$ cat src/rtl/pump_actuator_if.sv
// Level-controller / pump-actuator signal bundle.
// The controller side drives the run requests, the error flags and the fault acknowledge;
// the actuator side drives the motor enables and the status flags.
interface pump_actuator_if;
  logic [1:0] C;
  logic [1:0] Pout;
  logic       Ack;
  logic [1:0] M;
  logic       Alarm;
  logic       Busy;

  modport master (output C, Pout, Ack, input M, Alarm, Busy);
  modport slave  (input C, Pout, Ack, output M, Alarm, Busy);
endinterface

$ cat src/rtl/pump_actuator.sv
// Two-channel pump actuator: minimum on/off times, fault latch and optional start stagger.
// Define STAGGER_EN to space successive pump starts by START_DLY cycles (channel 0 wins ties).
module pump_actuator #(
  parameter int unsigned START_DLY = 4,
  parameter int unsigned MIN_ON    = 8,
  parameter int unsigned MIN_OFF   = 8,
  parameter int unsigned CNT_W     = 8
) (
  input logic             clk,
  input logic             reset,
  pump_actuator_if.slave  bus
);

  localparam int unsigned CntMax = (1 << CNT_W) - 1;

  // Reject timer settings the counters cannot represent.
  if (START_DLY < 1 || START_DLY > CntMax) begin : g_bad_start_dly
    $error("START_DLY out of range");
  end
  if (MIN_ON < 1 || MIN_ON > CntMax) begin : g_bad_min_on
    $error("MIN_ON out of range");
  end
  if (MIN_OFF < 1 || MIN_OFF > CntMax) begin : g_bad_min_off
    $error("MIN_OFF out of range");
  end

  typedef enum logic [1:0] {StIdle, StRun, StCool, StFault} state_e;

  state_e             state_q [2];
  state_e             state_d [2];
  logic [CNT_W-1:0]   on_q    [2];
  logic [CNT_W-1:0]   on_d    [2];
  logic [CNT_W-1:0]   off_q   [2];
  logic [CNT_W-1:0]   off_d   [2];
  logic [1:0]         start;
  logic               fault;

  assign fault = |bus.Pout;

`ifdef STAGGER_EN
  logic [CNT_W-1:0] stg_q;
  logic [CNT_W-1:0] stg_d;

  always_comb begin
    start    = '0;
    start[0] = (state_q[0] == StIdle) && bus.C[0] && !fault && (stg_q == '0);
    start[1] = (state_q[1] == StIdle) && bus.C[1] && !fault && (stg_q == '0) && !start[0];
    stg_d    = (stg_q != '0) ? stg_q - 1'b1 : '0;
    if (|start) begin
      stg_d = CNT_W'(START_DLY - 1);
    end
  end

  always_ff @(posedge clk) begin
    if (reset) begin
      stg_q <= '0;
    end else begin
      stg_q <= stg_d;
    end
  end
`else
  always_comb begin
    start = '0;
    for (int i = 0; i < 2; i++) begin
      start[i] = (state_q[i] == StIdle) && bus.C[i] && !fault;
    end
  end
`endif

  always_comb begin
    for (int i = 0; i < 2; i++) begin
      state_d[i] = state_q[i];
      on_d[i]    = on_q[i];
      off_d[i]   = off_q[i];
      unique case (state_q[i])
        StIdle: begin
          if (start[i]) begin
            state_d[i] = StRun;
            on_d[i]    = CNT_W'(MIN_ON - 1);
          end
        end
        StRun: begin
          // Requests dropping before the minimum on-time expires are ignored.
          if (on_q[i] != '0) begin
            on_d[i] = on_q[i] - 1'b1;
          end else if (!bus.C[i]) begin
            state_d[i] = StCool;
            off_d[i]   = CNT_W'(MIN_OFF - 1);
          end
        end
        StCool: begin
          if (off_q[i] != '0) begin
            off_d[i] = off_q[i] - 1'b1;
          end else begin
            state_d[i] = StIdle;
          end
        end
        StFault: begin
          if (bus.Ack) begin
            state_d[i] = StCool;
            off_d[i]   = CNT_W'(MIN_OFF - 1);
          end
        end
        default: state_d[i] = StIdle;
      endcase
      // Emergency stop overrides every other transition, including Ack.
      if (fault) begin
        state_d[i] = StFault;
      end
    end
  end

  always_ff @(posedge clk) begin
    for (int i = 0; i < 2; i++) begin
      if (reset) begin
        state_q[i] <= StIdle;
        on_q[i]    <= '0;
        off_q[i]   <= '0;
      end else begin
        state_q[i] <= state_d[i];
        on_q[i]    <= on_d[i];
        off_q[i]   <= off_d[i];
      end
    end
  end

  always_comb begin
    bus.M     = '0;
    bus.Alarm = 1'b0;
    bus.Busy  = 1'b0;
    for (int i = 0; i < 2; i++) begin
      bus.M[i]  = (state_q[i] == StRun);
      bus.Alarm = bus.Alarm | (state_q[i] == StFault);
      bus.Busy  = bus.Busy | (state_q[i] == StRun) | (state_q[i] == StCool);
    end
  end

endmodule

$ cat src/flat_wrapper.sv
// flat-port wrapper written by rule: the top's interface ports become plain ports
module pump_actuator_flat 
#(
  parameter int unsigned START_DLY = 4,
  parameter int unsigned MIN_ON    = 8,
  parameter int unsigned MIN_OFF   = 8,
  parameter int unsigned CNT_W     = 8
)
  (clk, reset, bus_C, bus_Pout, bus_Ack, bus_M, bus_Alarm, bus_Busy);
  pump_actuator_if bus_i ();
  input logic clk;
  input logic reset;
  input wire logic [$bits(bus_i.C)-1:0] bus_C;
  input wire logic [$bits(bus_i.Pout)-1:0] bus_Pout;
  input wire logic [$bits(bus_i.Ack)-1:0] bus_Ack;
  output wire logic [$bits(bus_i.M)-1:0] bus_M;
  output wire logic [$bits(bus_i.Alarm)-1:0] bus_Alarm;
  output wire logic [$bits(bus_i.Busy)-1:0] bus_Busy;
  assign bus_i.C = bus_C;
  assign bus_i.Pout = bus_Pout;
  assign bus_i.Ack = bus_Ack;
  assign bus_M = bus_i.M;
  assign bus_Alarm = bus_i.Alarm;
  assign bus_Busy = bus_i.Busy;
  pump_actuator #(.START_DLY(START_DLY), .MIN_ON(MIN_ON), .MIN_OFF(MIN_OFF), .CNT_W(CNT_W)) u_core (.clk(clk), .reset(reset), .bus(bus_i));
endmodule
$ cat config.mk
export PLATFORM = sky130hd
export DESIGN_NAME = pump_actuator_flat
export DESIGN_NICKNAME = d
export VERILOG_FILES = /design/src/rtl/pump_actuator_if.sv /design/src/rtl/pump_actuator.sv /design/src/flat_wrapper.sv
export SDC_FILE = /design/constraint.sdc
export NUM_CORES = 1
export LEC_CHECK = 0
export BUFFER_PORTS_ARGS = -buffer_cell sky130_fd_sc_hd__buf_2
export CAP_MARGIN = 20
export CORE_UTILIZATION = 40
export CTS_BUF_LIST = sky130_fd_sc_hd__clkbuf_8
export DETAILED_ROUTE_END_ITERATION = 10
export PLACE_DENSITY = 0.56
export SYNTH_ARGS = -nofsm -noshare
export SYNTH_HDL_FRONTEND = slang
export SYNTH_SLANG_ARGS = --single-unit
$ cat constraint.sdc
create_clock -name clk -period 4.49 [get_ports clk]
set_input_delay 0.2245 -clock clk [delete_from_list [all_inputs] [get_ports clk]]
set_output_delay 0.2245 -clock clk [all_outputs]
set_load 0.01 [all_outputs]
==> results of run 1 <==
power by group:
part,internal (mW),switching [mW],leakage [nW]
Clock,0.121,0.111,0.0538
Combinational,0.237,0.302,0.505
Sequential,0.408,0.0830,0.296
cell usage in the layout (no fill, tap or decap), types with 2 or more instances in the layout:
master and n:
a211oi_1 7, a21o_1 3, a21oi_1 9, a221oi_1 2, a311oi_1 2, a31oi_1 3
and2_1 2, buf_2 10, clkbuf_8 6, dfxtp_1 36, ha_1 12, inv_1 19
mux2i_1 2, nand2_1 6, nand2b_1 4, nand3_1 12, nand4_1 3, nand4b_1 3
nor2_1 35, nor2b_1 3, nor3_1 17, nor3b_1 4, nor4_1 5, o21ai_0 7
or2_1 2, or2_2 2, or3_1 2, xnor2_1 6, xor2_1 11
kinds of logic after synthesis:
| logic type | after synthesis |
|---|---|
| flip-flops | 36 |
| buffers and inverters | 21 |
| XOR/XNOR | 17 |
| AO/OA/AOI/OAI | 44 |
| AND/OR/NAND/NOR | 105 |
| adder cells (fa/ha/maj) | 12 |
| multiplexers | 3 |
final timing paths:
check	startpoint	end	slack (ns)	cells past startpoint
worst max-delay path	u_core.state_q[0][1]	u_core.off_q[0][6]	2.31	7
worst min-delay path	bus_C[1]	u_core.state_q[1][0]	0.27	3
worst max register to register	u_core.state_q[0][1]	u_core.off_q[0][6]	2.31	7
worst min register to register	u_core.off_q[0][6]	u_core.off_q[0][6]	0.50	2
layout make-up:
| type | instances | area share |
|---|---|---|
| Clock buffer | 6 | 0.0375 |
| Multi-Input combinational cell | 181 | 0.542 |
| Sequential cell | 36 | 0.327 |
| Clock inverter | 2 | 0.00341 |
| Tap cell | 67 | 0.0381 |
| Inverter | 17 | 0.0290 |
| Timing Repair Buffer | 10 | 0.0227 |
registers in the layout, summed over array words and instances, names as in the netlist:
name and flops:
u_core.state_q 4, u_core.off_q 16, u_core.on_q 16
tightest hold or removal path, cell delays in order:
cell	delay, ns
buf_2	0.10
nand2b_1	0.08
a31oi_1	0.08
per-layer routing:
metal | wire [um] | track usage
met1 | 2070 | 0.225
met2 | 1650 | 0.250
met3 | 103 | 0.0403
met4 | 19 | 0.0501
met5 | 0 | 0
==> summary.md, run 1 <==
| Metric | Value |
|---|---|
| Status | `completed` |
| Residual DRC | `0` |
| Pre-CTS WS | `2.35 ns` |
| Synthesis-to-finish area growth | `10.5%` |
| CP Max Fanout | `14` |
| Max Slew Vio Count | `0` |
| Clock Latency Late Sink | `0.28 ns` |
| Clk_skew | `0.00800 ns` |
| DR vias | `1645` |
| Fin nets | `270` |
| Leakage dissipation | `0.855 nW` |
| Synth Area in Compound Gates | `0.160` |
| Starting density of the core | `0.419` |
| Hold Vio Cnt, Final | `0` |
| Seq/Total Area, Yosys | `0.362` |
| #FFs+latches synth | `36` |
| Multiplexer area fraction after synthesis | `0.0157` |
| Tmin final | `2.18 ns` |
| CP peak stage delay | `0.48 ns` |
| Post-synth EDFFs | `0` |
| Most numerous cell in the Yosys netlist | `dfxtp_1` |
| FMAX | `458 MHz` |
| Worst path required time | `4.70 ns` |
| Cell taking the most area after synthesis | `dfxtp_1` |
| Top-area cell type share of the netlist area | `0.362` |
| H-tree levels | `2` |
| RSZ-0062 raised after global routing | `false` |
| # Post-CTS Setup Buffers | `0` |
| CTS clk-pin slew, worst paths | `0.07 ns` |
| Avg WL per Cell | `12.1 um` |
| Slowest-stage cell, CP | `ha_1` |
| Inst Count DP | `311` |
| Mapped Area | `1990 um^2` |
| Synth top cells by count | `36 x dfxtp_1, 35 x nor2_1, 17 x inv_1, 17 x nor3_1` |
| VDD IR max | `0.000290 V` |
| Site row count | `25` |
| CTS Buf Count | `5` |
| Initial DRT Pass Iterations | `4` |
| Clock buffer depth | `2` |
| N_diodes | `0` |
| CTS root buf | `clkbuf_8` |
| Number of global-route vias before repair | `1545` |
| Ys async rst share | `0` |
| Die width | `72.6 um` |
| Total Power | `1.26 mW` |
| Rel. slew slack | `0.412` |
| Mapped Cells | `238` |
| Worst Setup Start Kind | `register` |
| Largest net degree at the start of global routing | `18` |
| I/O pins | `11` |
| Post-Synth Adder-Cell Area | `0.0754` |
| First-pass GRT wire length | `6.81 mm` |
| CP arrival | `2.39 ns` |
| Final setup viols | `0` |
| Placed Area | `2110 um^2` |
| Cell Pwr Density | `573 nW/um^2` |
| ANT nets after route | `0` |
| Layout cells sized above 1 | `0.0992` |
| Fin util | `0.463` |
| Final period util | `0.486` |
| Sequence of cells on the critical path | `inv_1 -> ha_1 -> nor3_1 -> a311oi_2 -> nand2_2 -> or3_1 -> a21oi_1` |
| Ys flop type | `dfxtp_1` |
| RD Place Congestion | `0.803` |
| Detailed Place HPWL | `2.83 mm` |
| Avg Cell Area, Syn | `8.37 um^2` |
| Finished Cell Area | `2200 um^2` |
| Port Buffer Count | `10` |
| Die ar. | `5270 um^2` |
| Setup TNS | `0 ns` |
| Hold_buf cts | `0` |
| Post-cts sizing count | `0` |
| Syn Nets | `257` |
| Setup CP Type | `register to register` |
| Area of the multi-input gates | `1190 um^2` |
| Buf/Inv on CP | `1` |
| Count of different cell masters after synthesis | `46` |
| DR iter-0 viols | `123` |
| XOR/XNOR Fraction of Synth Area | `0.0747` |
| Routed wire length | `3.85 mm` |
| Die height | `72.6 um` |
| Core Box Area | `4750 um^2` |
| Global-route usage over all layers | `0.163` |
| WHS | `0.268 ns` |
| TritonCTS Sinks | `36` |
| Ys Warns | `0` |
| Largest cells by area after synthesis | `dfxtp_1 36%, ha_1 7.5%, nor2_1 6.6%, xor2_1 4.8%, nor3_1 4.3%` |
| CTS tree | `built` |
| Final WS setup | `2.31 ns` |
| Max-Cap Viols | `0` |
| Hold Path Class | `input port to register` |
| Crit. End Element | `register` |
| Tightest Pin Transition | `0.878 ns` |
| Gr ovfl total | `0` |
| FF+latch area | `721 um^2` |
| CP delay by family, top | `simple AND/OR/NAND/NOR gates` |
| Vias per cell | `5.16` |
| Area fraction in and, or, nand and nor cells after synthesis | `0.273` |
| Largest family of logic cells by synthesized area | `simple AND/OR/NAND/NOR gates` |
| Final Instance Count excl. Fillers | `319` |
| Initial antenna violation count | `0` |
| Fillers | `517` |
Power figures use the tool's default switching activity.
==> inputs of run 2 (changes only) <==
clock period = 2.05 ns   (was 4.49 ns; I/O delays follow)
==> summary.md, run 2 (synthesized netlist as in run 1, its figures left out) <==
| Metric | Value |
|---|---|
| Status | `completed` |
| Leakage dissipation | `0.948 nW (+11%)` |
| Net Sw Power | `1.13 mW (+130%)` |
| Hold Vio Cnt, Final | `0 (unchanged)` |
| Tmin final | `1.94 ns (-0.244 ns)` |
| Die width | `72.6 um (unchanged)` |
| VDD IR max | `0.000676 V (+130%)` |
| CTS Buf Count | `5 (unchanged)` |
| Crit. End Element | `register` |
| Logic gate share of total power | `0.438 (+0.011)` |
| CTS root buf | `clkbuf_8` |
| Hold Path Class | `input port to register` |
| Fillers | `489 (-5.4%)` |
| CTS clk-pin slew, worst paths | `0.07 ns (about the same)` |
| Commonest non-fill, non-tap cells in the layout | `36 x dfxtp_1, 35 x nor2_1, 18 x inv_1, 18 x buf_4, 17 x nor3_1` |
| ANT nets after route | `0 (unchanged)` |
| Starting density of the core | `0.419 (unchanged)` |
| Switch share | `0.375 (-0.0178)` |
| WHS | `0.126 ns (-0.142 ns)` |
| Top flop regs | `u_core.off_q: 16 flops, u_core.on_q: 16 flops, u_core.state_q: 4 flops` |
| RD Place Congestion | `0.788 (-1.8%)` |
| Synthesis-to-finish area growth | `18.3%` |
| Slowest-stage cell, CP | `or3b_4` |
| Number of global-route vias before repair | `1629 (+5.4%)` |
| Vias per cell | `5.12 (-0.74%)` |
| Final period util | `0.946 (+0.459)` |
| Clk_skew | `0.00700 ns (-0.000995 ns)` |
| I/O pins | `11 (unchanged)` |
| Detailed Place HPWL | `3.00 mm (+6.1%)` |
| Setup CP Type | `register to register` |
| N_diodes | `0 (unchanged)` |
| Cell Pwr Density | `1280 nW/um^2 (+120%)` |
| P_int | `1.88 mW (+150%)` |
| Sequence of cells on the critical path | `inv_1 -> ha_1 -> or3b_4 -> o31ai_4 -> nand2_2 -> or3_1 -> a21oi_1` |
| Core Box Area | `4750 um^2 (unchanged)` |
| First-pass GRT wire length | `7.27 mm (+6.8%)` |
| Worst path required time | `2.27 ns (-2.43 ns)` |
| CP delay by family, top | `simple AND/OR/NAND/NOR gates` |
| Avg WL per Cell | `11.9 um (-1.3%)` |
| Max-Cap Viols | `0 (unchanged)` |
| Pre-CTS WS | `0.0749 ns (-2.27 ns)` |
| Site row count | `25 (unchanged)` |
| Fin util | `0.496 (+0.0326)` |
| Worst Setup Start Kind | `register` |
| Clock network power share | `0.205 (+0.021)` |
| Final setup viols | `0 (unchanged)` |
| Largest net degree at the start of global routing | `18 (unchanged)` |
| TritonCTS Sinks | `36 (unchanged)` |
| Flop pwr share | `0.357 (-0.032)` |
| CP arrival | `2.15 ns (-0.24 ns)` |
| Tightest Pin Transition | `0.620 ns (-0.258 ns)` |
| Fin nets | `288 (+6.7%)` |
| FF+latch area | `721 um^2 (unchanged)` |
| Clock Latency Late Sink | `0.29 ns (about the same)` |
| CP Max Fanout | `4 (-10)` |
| CP peak stage delay | `0.40 ns (-0.08 ns)` |
| H-tree levels | `2 (unchanged)` |
| Rel. slew slack | `0.583 (+0.171)` |
| Area of the multi-input gates | `1190 um^2 (+0.21%)` |
| Layout cells sized above 1 | `0.163 (+0.0638)` |
| CTS tree | `built` |
| Die height | `72.6 um (unchanged)` |
| Routed wire length | `4.01 mm (+4.3%)` |
| Gr ovfl total | `0 (unchanged)` |
| Initial DRT Pass Iterations | `5 (+1)` |
| Buf/Inv on CP | `1 (unchanged)` |
| Final WS setup | `0.111 ns (-2.20 ns)` |
| Port Buffer Count | `10 (unchanged)` |
| FMAX | `516 MHz (+13%)` |
| DR iter-0 viols | `56 (-54%)` |
| DR vias | `1725 (+4.9%)` |
| Max Slew Vio Count | `0 (unchanged)` |
| Die ar. | `5270 um^2 (unchanged)` |
| Commonest non-fill, non-tap cell in the layout | `dfxtp_1` |
| Global-route usage over all layers | `0.175 (+0.0118)` |
| Clock buffer depth | `2 (unchanged)` |
| Residual DRC | `0 (unchanged)` |
| Initial antenna violation count | `0 (unchanged)` |
==> run 2: final cells by class <==
cell class / count / share of cell area
Clock buffer: 5 / 0.0292
Tap cell: 67 / 0.0356
Clock inverter: 3 / 0.0165
Timing Repair Buffer: 28 / 0.0786
Inverter: 17 / 0.0271
Multi-Input combinational cell: 181 / 0.507
Sequential cell: 36 / 0.306
==> run 2: per-layer routing <==
layer	part of all wire	vias up	global-route usage
met5	0	-	0
met4	0.014	0	0.0588
met3	0.034	7	0.0431
met2	0.43	31	0.278
met1	0.52	777	0.232
li1	-	910	-
==> run 2: repair_timing <==
item / CTS / global route
gates resized for setup: 0 / 1
hold endpoints to repair: 0 / 0
endpoints found under the setup margin: 0 / 4
hold buffers: 0 / 0
buffers inserted: 0 / 3
==> run 2: path summary, 6_finish.rpt <==
path	startpoint	end	slack, ns	depth (start not counted)
worst max-delay path	u_core.on_q[0][1]	u_core.off_q[0][6]	0.11	7
worst min-delay path	bus_C[1]	u_core.state_q[1][0]	0.13	3
worst max register to register	u_core.on_q[0][1]	u_core.off_q[0][6]	0.11	7
worst min register to register	u_core.off_q[0][6]	u_core.off_q[0][6]	0.49	2
==> run 2: power groups by stage <==
stage / clock, mW / combinational (mW) / sequential (mW)
after global placement: 0 / 1.29 / 1.09
after CTS: 0.638 / 1.30 / 1.07
final: 0.617 / 1.32 / 1.08
after floorplan: 0 / 0.993 / 1.05
after global routing: 0.666 / 1.50 / 1.11
after detailed placement: 0 / 1.29 / 1.09
==> run 2: worst register-to-register path, delay by kind of cell, from the launching register on <==
family,cells,cell delay [ns]
AND/OR/NAND/NOR,3,0.88
flip-flops,1,0.33
AO/OA/AOI/OAI,2,0.44
adder cells (fa/ha/maj),1,0.14
buffers and inverters,1,0.10
==> run 2: stage by stage <==
step	power (mW)	TNS (ns)	cells	area (um^2)
6_report	3.01	0	337	2360
5_1_grt	3.28	-0.0100	337	2360
4_1_cts	3.01	0	334	2330
3_5_place_dp	2.38	0	326	2220
3_3_place_gp	2.38	0	326	2220
2_1_floorplan	2.04	0	238	1990
==> inputs of run 3 (changes only) <==
CORE_ASPECT_RATIO = 1.1   (was unset)
==> summary.md, run 3 (synthesized netlist as in run 1, its figures left out) <==
| Metric | Value |
|---|---|
| Final setup viols | `0 (unchanged)` |
| Largest net degree at the start of global routing | `18 (unchanged)` |
| Leakage dissipation | `0.913 nW (-3.7%)` |
| H-tree levels | `2 (unchanged)` |
| Tmin final | `1.93 ns (-0.00652 ns)` |
| VDD IR max | `0.000655 V (-3.1%)` |
| Max Slew Vio Count | `0 (unchanged)` |
| Setup CP Type | `register to register` |
| Gr ovfl total | `0 (unchanged)` |
| Tightest Pin Transition | `0.534 ns (-0.0861 ns)` |
| Site row count | `26 (+4.0%)` |
| Final Instance Count excl. Fillers | `320 (-5.0%)` |
| Worst path required time | `2.27 ns (about the same)` |
| Commonest non-fill, non-tap cells in the layout | `36 x dfxtp_1, 35 x nor2_1, 16 x inv_1, 16 x nor3_1` |
| CP arrival | `2.15 ns (about the same)` |
| FMAX | `518 MHz (+0.34%)` |
| Clock buffer depth | `2 (unchanged)` |
| Die height | `76.0 um (+4.7%)` |
| CP delay by family, top | `simple AND/OR/NAND/NOR gates` |
| Detailed Place HPWL | `3.02 mm (+0.59%)` |
| Inst Count DP | `311 (-4.6%)` |
| FF+latch area | `721 um^2 (unchanged)` |
| RD Place Congestion | `0.776 (-1.6%)` |
| Hold Path Class | `input port to register` |
| Commonest non-fill, non-tap cell in the layout | `dfxtp_1` |
| R2R Setup Slk | `0.12 ns (about the same)` |
| Hold_buf cts | `0 (unchanged)` |
| Clk_skew | `0.00484 ns (-0.00217 ns)` |
| Rel. slew slack | `0.641 (+0.0579)` |
| Die ar. | `5270 um^2 (about the same)` |
| CP peak stage delay | `0.41 ns (about the same)` |
| Avg WL per Cell | `12.8 um (+7.4%)` |
| Depth of the worst register-to-register path | `7 (unchanged)` |
| Max-Cap Viols | `0 (unchanged)` |
| DR iter-0 viols | `57 (+1.8%)` |
| Number of global-route vias before repair | `1680 (+3.1%)` |
| Clock Latency Late Sink | `0.29 ns (about the same)` |
| Routed wire length | `4.09 mm (+2.0%)` |
| Fillers | `455 (-7.0%)` |
| Top flop regs | `u_core.off_q: 16 flops, u_core.on_q: 16 flops, u_core.state_q: 4 flops` |
| R2r endpoint | `u_core.off_q[0][6]` |
| Initial DRT Pass Iterations | `4 (-1)` |
| Area of the multi-input gates | `1210 um^2 (+1.5%)` |
| Die width | `69.3 um (-4.5%)` |
| Sequence of cells on the critical path | `inv_2 -> ha_1 -> or3b_4 -> o31ai_4 -> nand2_2 -> or3_1 -> a21oi_1` |
| CP Depth | `7 (unchanged)` |
| First-pass GRT wire length | `7.45 mm (+2.4%)` |
| Hold Vio Cnt, Final | `0 (unchanged)` |
| CP Max Fanout | `6 (+2)` |
| Fin nets | `282 (-2.1%)` |
| Crit. End Element | `register` |
| Status | `completed` |
| TritonCTS Sinks | `36 (unchanged)` |
| Global-route usage over all layers | `0.173 (-0.00218)` |
| Starting density of the core | `0.422 (+0.00333)` |
| Final period util | `0.942 (-0.00318)` |
| RSZ-0062 raised after global routing | `false` |
| Hold path cells | `3 (unchanged)` |
| Cell Pwr Density | `1270 nW/um^2 (-0.74%)` |
| Finished Cell Area | `2300 um^2 (-2.4%)` |
| I/O pins | `11 (unchanged)` |
| CTS Buf Count | `5 (unchanged)` |
| WHS Endpoint | `u_core.state_q[1][0]` |
| CTS clk-pin slew, worst paths | `0.07 ns (about the same)` |
| Placed Area | `2180 um^2 (-2.0%)` |
| Layout cells sized above 1 | `0.163 (about the same)` |
| Worst r2r src | `u_core.on_q[0][1]` |
| Worst setup startpoint | `u_core.on_q[0][1]` |
| CTS tree | `built` |
| Initial antenna violation count | `0 (unchanged)` |
| Port Buffer Count | `10 (unchanged)` |
| Hold Crit Start | `bus_C[1]` |
| WHS | `0.141 ns (+0.0146 ns)` |
| N_diodes | `0 (unchanged)` |
| ANT nets after route | `0 (unchanged)` |
| Setup TNS | `0 ns (unchanged)` |
| Synthesis-to-finish area growth | `15.5%` |
| Vias per cell | `5.40 (+5.5%)` |
| DR vias | `1728 (+0.17%)` |
| Slowest-stage cell, CP | `or3b_4` |
| Residual DRC | `0 (unchanged)` |
| Core Box Area | `4720 um^2 (-0.79%)` |
| Buf/Inv on CP | `1 (unchanged)` |
| CTS root buf | `clkbuf_8` |
| Worst Setup Start Kind | `register` |
==> run 3: changes by cell type in the layout (fill, tap and decap cells not counted), sizes merged <==
cell    previous run  this run
clkbuf             5         6
clkinv             1         2
inv               18        17
bufinv             1         0
buf               28        22
==> run 3: cell type report <==
| class | instances | area share |
|---|---|---|
| Clock inverter | 2 | 0.00435 |
| Inverter | 17 | 0.0277 |
| Clock buffer | 6 | 0.0359 |
| Timing Repair Buffer | 22 | 0.0609 |
| Tap cell | 56 | 0.0305 |
| Multi-Input combinational cell | 181 | 0.527 |
| Sequential cell | 36 | 0.313 |
==> run 3: worst max-delay path by stage <==
stage	to	slack, ns
final	u_core.off_q[0][6]	0.12
after global routing	u_core.off_q[0][6]	0.0008
after CTS	u_core.off_q[0][6]	0.01
after detailed placement	u_core.off_q[0][6]	0.04
after global placement	u_core.off_q[0][1]	0.07
after floorplan	u_core.off_q[0][6]	0.10
==> run 3: report_power, final <==
group	total (mW)	leakage, nW	internal [mW]	switching, mW
clock network	0.530	0.0510	0.268	0.261
logic	1.31	0.566	0.613	0.697
registers	1.08	0.296	0.894	0.183
==> run 3: timing repair <==
item	CTS	global route
setup buffers	0	1
endpoints found under the setup margin	0	21
gates resized for setup	0	5
==> run 3: metrics by stage <==
step	total power [mW]	util	setup slack, ns
after global placement	2.36	0.462	0.0703
after floorplan	2.04	-	0.103
after global routing	3.19	0.488	0.000826
final	2.92	0.488	0.118
after detailed placement	2.37	0.462	0.0428
after CTS	2.92	0.482	0.00972
==> run 3: worst reg2reg max path: stages (launching register included) <==
cell and delay (ns):
dfxtp_1 0.35, inv_2 0.08, ha_1 0.13, or3b_4 0.41
o31ai_4 0.33, nand2_2 0.09, or3_1 0.35, a21oi_1 0.13
==> run 3: metal layers <==
metal  share of wire  track usage  routed length, um
met5               0            0                  0
met4           0.015       0.0633                 63
met3           0.036       0.0397                149
met2            0.46        0.287               1890
met1            0.49        0.217               1980
